===== src/rtl/tcm_loader.sv =====
// rtl/tcm_loader.sv - byte-stream preloader for TCMs with core reset/run control
module tcm_loader #(
   parameter int ADDR_W    = 10,
   parameter int DATA_W    = 32,
   parameter int NUM_MEM   = 2,
   parameter int RUN_LIMIT = 200
) (
   input  logic                clk,
   input  logic                rst,
   input  logic [7:0]          rx_data,
   input  logic                rx_valid,
   output logic                rx_ready,
   output logic [NUM_MEM-1:0]  mem_we,
   output logic [ADDR_W-1:0]   mem_addr,
   output logic [DATA_W-1:0]   mem_wdata,
   output logic                core_rst,
   output logic                running,
   output logic                timeout,
   output logic                err,
   output logic [15:0]         words_written
);

   localparam int BYTES = DATA_W / 8;
   localparam int BW    = (BYTES > 1) ? $clog2(BYTES) : 1;

   typedef enum logic [2:0] {
      S_IDLE, S_ADDR0, S_ADDR1, S_CNT0, S_CNT1, S_DATA, S_WRITE, S_RUN
   } state_t;

   state_t state, state_nx;

   logic [3:0]        sel_q;
   logic [7:0]        addr_lo_q;
   logic [ADDR_W-1:0] addr_q;
   logic [15:0]       cnt_q;
   logic [DATA_W-1:0] word_q;
   logic [BW-1:0]     bidx_q;
   logic [31:0]       run_cnt;

   logic        rx_fire;
   logic [3:0]  cmd;
   logic [3:0]  hdr_sel;
   logic        hdr_sel_ok;
   logic        sel_ok;
   logic        last_byte;
   logic        limit_hit;
   logic        halt_req;
   logic [15:0] addr_full;
   logic [15:0] cnt_full;

   assign rx_fire    = rx_valid & rx_ready;
   assign cmd        = rx_data[7:4];
   assign hdr_sel    = rx_data[3:0];
   assign hdr_sel_ok = (32'(hdr_sel) < NUM_MEM);
   assign sel_ok     = (32'(sel_q) < NUM_MEM);
   assign last_byte  = (bidx_q == BW'(BYTES - 1));
   assign limit_hit  = (RUN_LIMIT != 0) && (run_cnt == 32'(RUN_LIMIT - 1));
   assign halt_req   = rx_fire && (cmd == 4'd3);
   assign addr_full  = {rx_data, addr_lo_q};
   assign cnt_full   = {rx_data, cnt_q[7:0]};

   // Word address and data are held in registers and presented continuously;
   // only the strobe qualifies them.
   assign mem_addr  = addr_q;
   assign mem_wdata = word_q;

   // State register
   always_ff @(posedge clk) begin
      if (rst) state <= S_IDLE;
      else     state <= state_nx;
   end

   // Next-state decode; a HALT byte takes priority over the run limit
   always_comb begin
      state_nx = state;
      case (state)
         S_IDLE: begin
            if (rx_fire) begin
               case (cmd)
                  4'd1:    state_nx = S_ADDR0;
                  4'd2:    state_nx = S_RUN;
                  default: state_nx = S_IDLE;
               endcase
            end
         end
         S_ADDR0: if (rx_fire) state_nx = S_ADDR1;
         S_ADDR1: if (rx_fire) state_nx = S_CNT0;
         S_CNT0:  if (rx_fire) state_nx = S_CNT1;
         S_CNT1:  if (rx_fire) state_nx = (cnt_full == 16'd0) ? S_IDLE : S_DATA;
         S_DATA:  if (rx_fire && last_byte) state_nx = S_WRITE;
         S_WRITE: state_nx = (cnt_q == 16'd1) ? S_IDLE : S_DATA;
         S_RUN: begin
            if (halt_req)       state_nx = S_IDLE;
            else if (limit_hit) state_nx = S_IDLE;
         end
         default: state_nx = S_IDLE;
      endcase
   end

   // Outputs decoded from state; a bad select keeps the strobe dead while the frame drains
   always_comb begin
      rx_ready = (state != S_WRITE);
      core_rst = (state != S_RUN);
      running  = (state == S_RUN);
      mem_we   = '0;
      for (int i = 0; i < NUM_MEM; i++) begin
         mem_we[i] = (state == S_WRITE) && (sel_q == 4'(i));
      end
   end

   // Frame datapath, sticky flags and write counter
   always_ff @(posedge clk) begin
      if (rst) begin
         sel_q         <= '0;
         addr_lo_q     <= '0;
         addr_q        <= '0;
         cnt_q         <= '0;
         word_q        <= '0;
         bidx_q        <= '0;
         timeout       <= 1'b0;
         err           <= 1'b0;
         words_written <= '0;
      end else begin
         case (state)
            S_IDLE: begin
               if (rx_fire) begin
                  sel_q <= hdr_sel;
                  case (cmd)
                     4'd1:    if (!hdr_sel_ok) err <= 1'b1;
                     4'd2:    timeout <= 1'b0;
                     4'd3:    ;
                     default: err <= 1'b1;
                  endcase
               end
            end
            S_ADDR0: if (rx_fire) addr_lo_q <= rx_data;
            S_ADDR1: if (rx_fire) addr_q <= addr_full[ADDR_W-1:0];
            S_CNT0:  if (rx_fire) cnt_q[7:0] <= rx_data;
            S_CNT1: begin
               if (rx_fire) begin
                  cnt_q[15:8] <= rx_data;
                  bidx_q      <= '0;
               end
            end
            S_DATA: begin
               if (rx_fire) begin
                  word_q[{bidx_q, 3'b000} +: 8] <= rx_data;
                  bidx_q <= last_byte ? '0 : bidx_q + BW'(1);
               end
            end
            S_WRITE: begin
               addr_q <= addr_q + ADDR_W'(1);
               cnt_q  <= cnt_q - 16'd1;
               if (sel_ok && (words_written != 16'hFFFF))
                  words_written <= words_written + 16'd1;
            end
            S_RUN: begin
               if (rx_fire && (cmd != 4'd3)) err <= 1'b1;
               if (limit_hit && !halt_req)   timeout <= 1'b1;
            end
            default: ;
         endcase
      end
   end

   // Run cycle counter: zero outside RUN, so every entry starts from zero
   always_ff @(posedge clk) begin
      if (rst || (state != S_RUN)) run_cnt <= '0;
      else                         run_cnt <= run_cnt + 32'd1;
   end

endmodule


===== config.mk =====
export PLATFORM = sky130hd
export DESIGN_NAME = tcm_loader
export DESIGN_NICKNAME = d
export VERILOG_FILES = /design/src/rtl/tcm_loader.sv
export SDC_FILE = /design/constraint.sdc
export NUM_CORES = 1
export LEC_CHECK = 0
export ABC_AREA = 1
export ABC_CLOCK_PERIOD_IN_PS = 2600
export BUFFER_PORTS_ARGS = -buffer_cell sky130_fd_sc_hd__buf_2
export CAP_MARGIN = 10
export CORE_MARGIN = 3
export CORE_UTILIZATION = 45
export DETAILED_ROUTE_END_ITERATION = 7
export HOLD_SLACK_MARGIN = 0.02
export PLACE_DENSITY_LB_ADDON = 0.08
export SETUP_SLACK_MARGIN = 0.5
export SLEW_MARGIN = 20
export SYNTH_ARGS = -nofsm -noshare
export SYNTH_HDL_FRONTEND = slang
export SYNTH_SLANG_ARGS = --single-unit

===== constraint.sdc =====
create_clock -name clk -period 2.6 [get_ports clk]
set_input_delay 0.13 -clock clk [delete_from_list [all_inputs] [get_ports clk]]
set_output_delay 0.13 -clock clk [all_outputs]
set_load 0.1 [all_outputs]

==> impl_metrics.py <==
metrics = {
    "yosys": {
        "synth.largest_area_cell": "sky130_fd_sc_hd__dfxtp_1",
        "synth_top_area_share_pct": 37.9,
        "avgSynthCellArea_um2": 6.69,
        "ys_seq_area_share_pct": 37.9,
        "synth_warnings": 0,
        "async_sr_flop_fraction_pct": 0,
        "synthMostInstantiatedCell": "sky130_fd_sc_hd__nand2_1",
        "ys_ff_latch": 125,
        "list_of_most_frequent_post_synthesis_cells": "228 x sky130_fd_sc_hd__nand2_1, 126 x sky130_fd_sc_hd__nor2_1, 125 x sky130_fd_sc_hd__dfxtp_1",
        "synthesized_instance_count": 988,
        "synth-main-ff-cell": "sky130_fd_sc_hd__dfxtp_1",
        "synth.top_cells.by_area": "sky130_fd_sc_hd__dfxtp_1 38%, sky130_fd_sc_hd__nand2_1 13%, sky130_fd_sc_hd__a21oi_1 7.4%",
        "post_syn_nets": 1009,
        "number_of_synthesized_flops_with_an_enable_pin": 0,
        "synth_cell_type_count": 42,
        "syn-cell-area_mm2": 0.00661,
    },
    "grt": {
        "maximum_number_of_pins_on_one_net_before_global_route_repair": 52,
        "antenna_violations_before_repair": 0,
        "first_global_vias": 5827,
        "globalRoute.totalOverflow": 0,
        "grt_first_pass_wirelength_um": 29000,
        "grt.total_usage_pct": 21.9,
    },
    "cells_and_area": {
        "layout.nets": 1078,
        "n_fill_cell": 1392,
        "layout.core_utilization_pct": 55.2,
        "sequential_cell_area_mm2": 0.00252,
        "n_antenna_cell": 0,
        "layout_cells_sized_above_1_pct": 15.4,
        "synth_to_final_area_change_pct": 17.9,
        "multi_input_comb_area_mm2": 0.00355,
    },
    "clock_tree": {
        "cts_buffers": 17,
        "cts_buffer_depth": 2,
        "source_to_sink_clock_delay_at_the_later_pin_of_the_worst_skew_pair_ns": 0.42,
        "clk_root_buffer_cell": "sky130_fd_sc_hd__clkbuf_16",
        "hold_buffer_count_at_cts": 0,
        "cts_setup_buffers": 0,
        "clock_tree.htree_level_count": 4,
        "tritoncts": "built",
        "clk_pin_slew_ns": 0.06,
        "clock_sinks": 125,
    },
    "placement": {
        "gp_routability_congestion": 0.852,
        "placement.io_buffers": 75,
        "detailed_place_hpwl_um": 12300,
        "placement.setup.worst_slack_ns": 0.628,
    },
    "critical_path": {
        "crit_path_start_kind": "flop",
        "r2r_setup_slack_ns": 0.73,
        "worst-path-max-fanout": 13,
        "critPathCaptureType": "output pin",
        "critical_path_class": "flop to output pin",
        "timing.critical_path.arrival_ns": 1.85,
        "critical_path_required_ns": 2.47,
    },
    "drt": {
        "routed_length_per_placed_instance_um": 14.1,
        "route.vias.total": 6514,
        "routed_wirelength_um": 17600,
        "initial_drc_count": 515,
        "routed_via_density": 5.22,
        "drtPass1Iterations": 7,
        "drc": 0,
        "antenna_violating_nets_post_route": 0,
    },
    "sta": {
        "timing.final.max_slew_violations": 0,
        "final-setup-viol-count": 0,
        "fmaxAchievable_ghz": 0.505,
        "min_period_ns": 1.98,
        "final_min_period_over_clock_period_pct": 76.1,
        "max-slew-margin-rel_pct": 66.0,
        "max_slew.worst_pin.slew_ns": 0.509,
        "worst_slack_on_hold_paths_ns": 0.0466,
        "skew_ns": 0.00884,
        "final_hold_viol_count": 0,
        "post-route-worst-setup-slack_ns": 0.621,
        "grt_setup_unrepaired": "yes",
        "final_sum_of_negative_setup_slack_ns": 0,
    },
    "floorplanning": {
        "die_width_um": 127,
        "die_h_um": 127,
        "design.die.area_mm2": 0.0162,
        "design.portCount": 76,
        "core_area_mm2": 0.0141,
        "rows": 43,
        "initial_util_pct": 46.9,
    },
    "power": {
        "power-per-cell-area_mw_per_mm2": 637,
        "worst_supply_voltage_drop_on_vdd_v": 0.000524,
        "static-leakage-power_nw": 3.15,
    },
    "job": {
        "max-cap-violations": 0,
    },
    "status": {
        "outcome": "completed",
    },
    "hold_path": {
        "worstHoldPathType": "input pin to flop",
    },
}
## flip-flops by register name (all words and copies together) (netlist names)
register,flops
mem_wdata,32
cnt_q,16
run_cnt,32
bidx_q,2
sel_q,4
mem_addr,10
err,1
words_written,16
state,3
addr_lo_q,8
timeout,1
## per-layer routing
metal  track usage (%)  wire length [um]  vias to the layer above
li1                  -                 -                     3377
met1              31.8              8720                     2948
met2              33.0              7780                      173
met3              5.18               937                       16
met4              5.62               183                        0
met5                 0                 0                        -
## path summary, 6_finish.rpt
check                                                from                          to  cells after the start
worst max-delay path                state[0]$_SDFFE_PP0P_                   mem_we[0]                      6
worst min-delay path                             rx_valid       sel_q[3]$_SDFFE_PP0P_                      3
worst max register to register     bidx_q[0]$_SDFFE_PP0P_  mem_wdata[14]$_SDFFE_PP0P_                      8
worst min register to register  addr_lo_q[4]$_SDFFE_PP0P_   addr_lo_q[4]$_SDFFE_PP0P_                      2
## area by class of cell
cell class	count	share of cell area, %
Multi-Input combinational cell	723	45.6
Sequential cell	125	32.4
Clock buffer	25	6.24
Timing Repair Buffer	81	5.79
Inverter	109	5.35
Tap cell	180	2.89
Clock inverter	6	1.70
## kinds of logic after synthesis
family          count (synthesis)  share of synthesized area, %
compound gates                207                          17.0
buf+inv                       141                          8.69
simple gates                  483                          31.7
xor+xnor                       22                          2.92
flops                         125                          37.9
fa+ha+maj                      10                          1.89
## report_power, final
| part | switching (mW) | internal, mW |
|---|---|---|
| clock network | 0.849 | 1.67 |
| logic | 0.334 | 0.109 |
| registers | 0.0372 | 1.96 |
## repair_timing
action                     CTS  global route
gates resized for setup      2             3
setup endpoints to repair    2            27
gates cloned                 0             1
pin swaps                    0             0
## stage by stage
step / std cells / area, um^2 / power (mW)
after floorplan: 988 / 6640 / 2.37
after global placement: 1217 / 7150 / 2.47
after detailed placement: 1217 / 7150 / 2.47
after CTS: 1248 / 7770 / 4.99
after global routing: 1249 / 7780 / 5.14
final: 1249 / 7780 / 4.96
## cells in the final DEF, fill, tap and decap left out, types with 3 or more instances in the layout
master	synthesis	routed
sky130_fd_sc_hd__xnor2_1	8	8
sky130_fd_sc_hd__nand4_1	14	14
sky130_fd_sc_hd__nand2_1	228	228
sky130_fd_sc_hd__xor2_1	14	14
sky130_fd_sc_hd__or2_1	3	3
sky130_fd_sc_hd__or2_2	3	3
sky130_fd_sc_hd__clkbuf_1	18	5
sky130_fd_sc_hd__o22ai_1	8	8
sky130_fd_sc_hd__dfxtp_2	0	15
sky130_fd_sc_hd__nand3b_1	3	3
sky130_fd_sc_hd__a21oi_1	98	98
sky130_fd_sc_hd__o21ai_0	77	77
sky130_fd_sc_hd__clkbuf_8	0	3
sky130_fd_sc_hd__nor2_1	126	126
sky130_fd_sc_hd__clkinvlp_4	0	3
sky130_fd_sc_hd__ha_1	10	9
sky130_fd_sc_hd__dfxtp_1	125	110
sky130_fd_sc_hd__buf_2	6	73
sky130_fd_sc_hd__inv_1	94	92
sky130_fd_sc_hd__o211a_1	8	8
sky130_fd_sc_hd__nand2_2	8	8
sky130_fd_sc_hd__inv_2	14	14
sky130_fd_sc_hd__nand3_1	49	48
sky130_fd_sc_hd__bufinv_16	0	4
sky130_fd_sc_hd__nor2_4	4	4
sky130_fd_sc_hd__a31oi_1	6	6
sky130_fd_sc_hd__clkbuf_16	0	17
sky130_fd_sc_hd__buf_4	4	6
sky130_fd_sc_hd__nor3_1	32	32
sky130_fd_sc_hd__nor2_2	4	4
## worst max-delay path: stages (launching register included)
cell and delay, ns:
sky130_fd_sc_hd__dfxtp_1 0.35, sky130_fd_sc_hd__inv_2 0.18, sky130_fd_sc_hd__nand3_4 0.21, sky130_fd_sc_hd__inv_2 0.10, sky130_fd_sc_hd__nand3_1 0.11, sky130_fd_sc_hd__nor2_1 0.26
sky130_fd_sc_hd__buf_12 0.22
No activity file was read; power rests on OpenSTA's default activity.
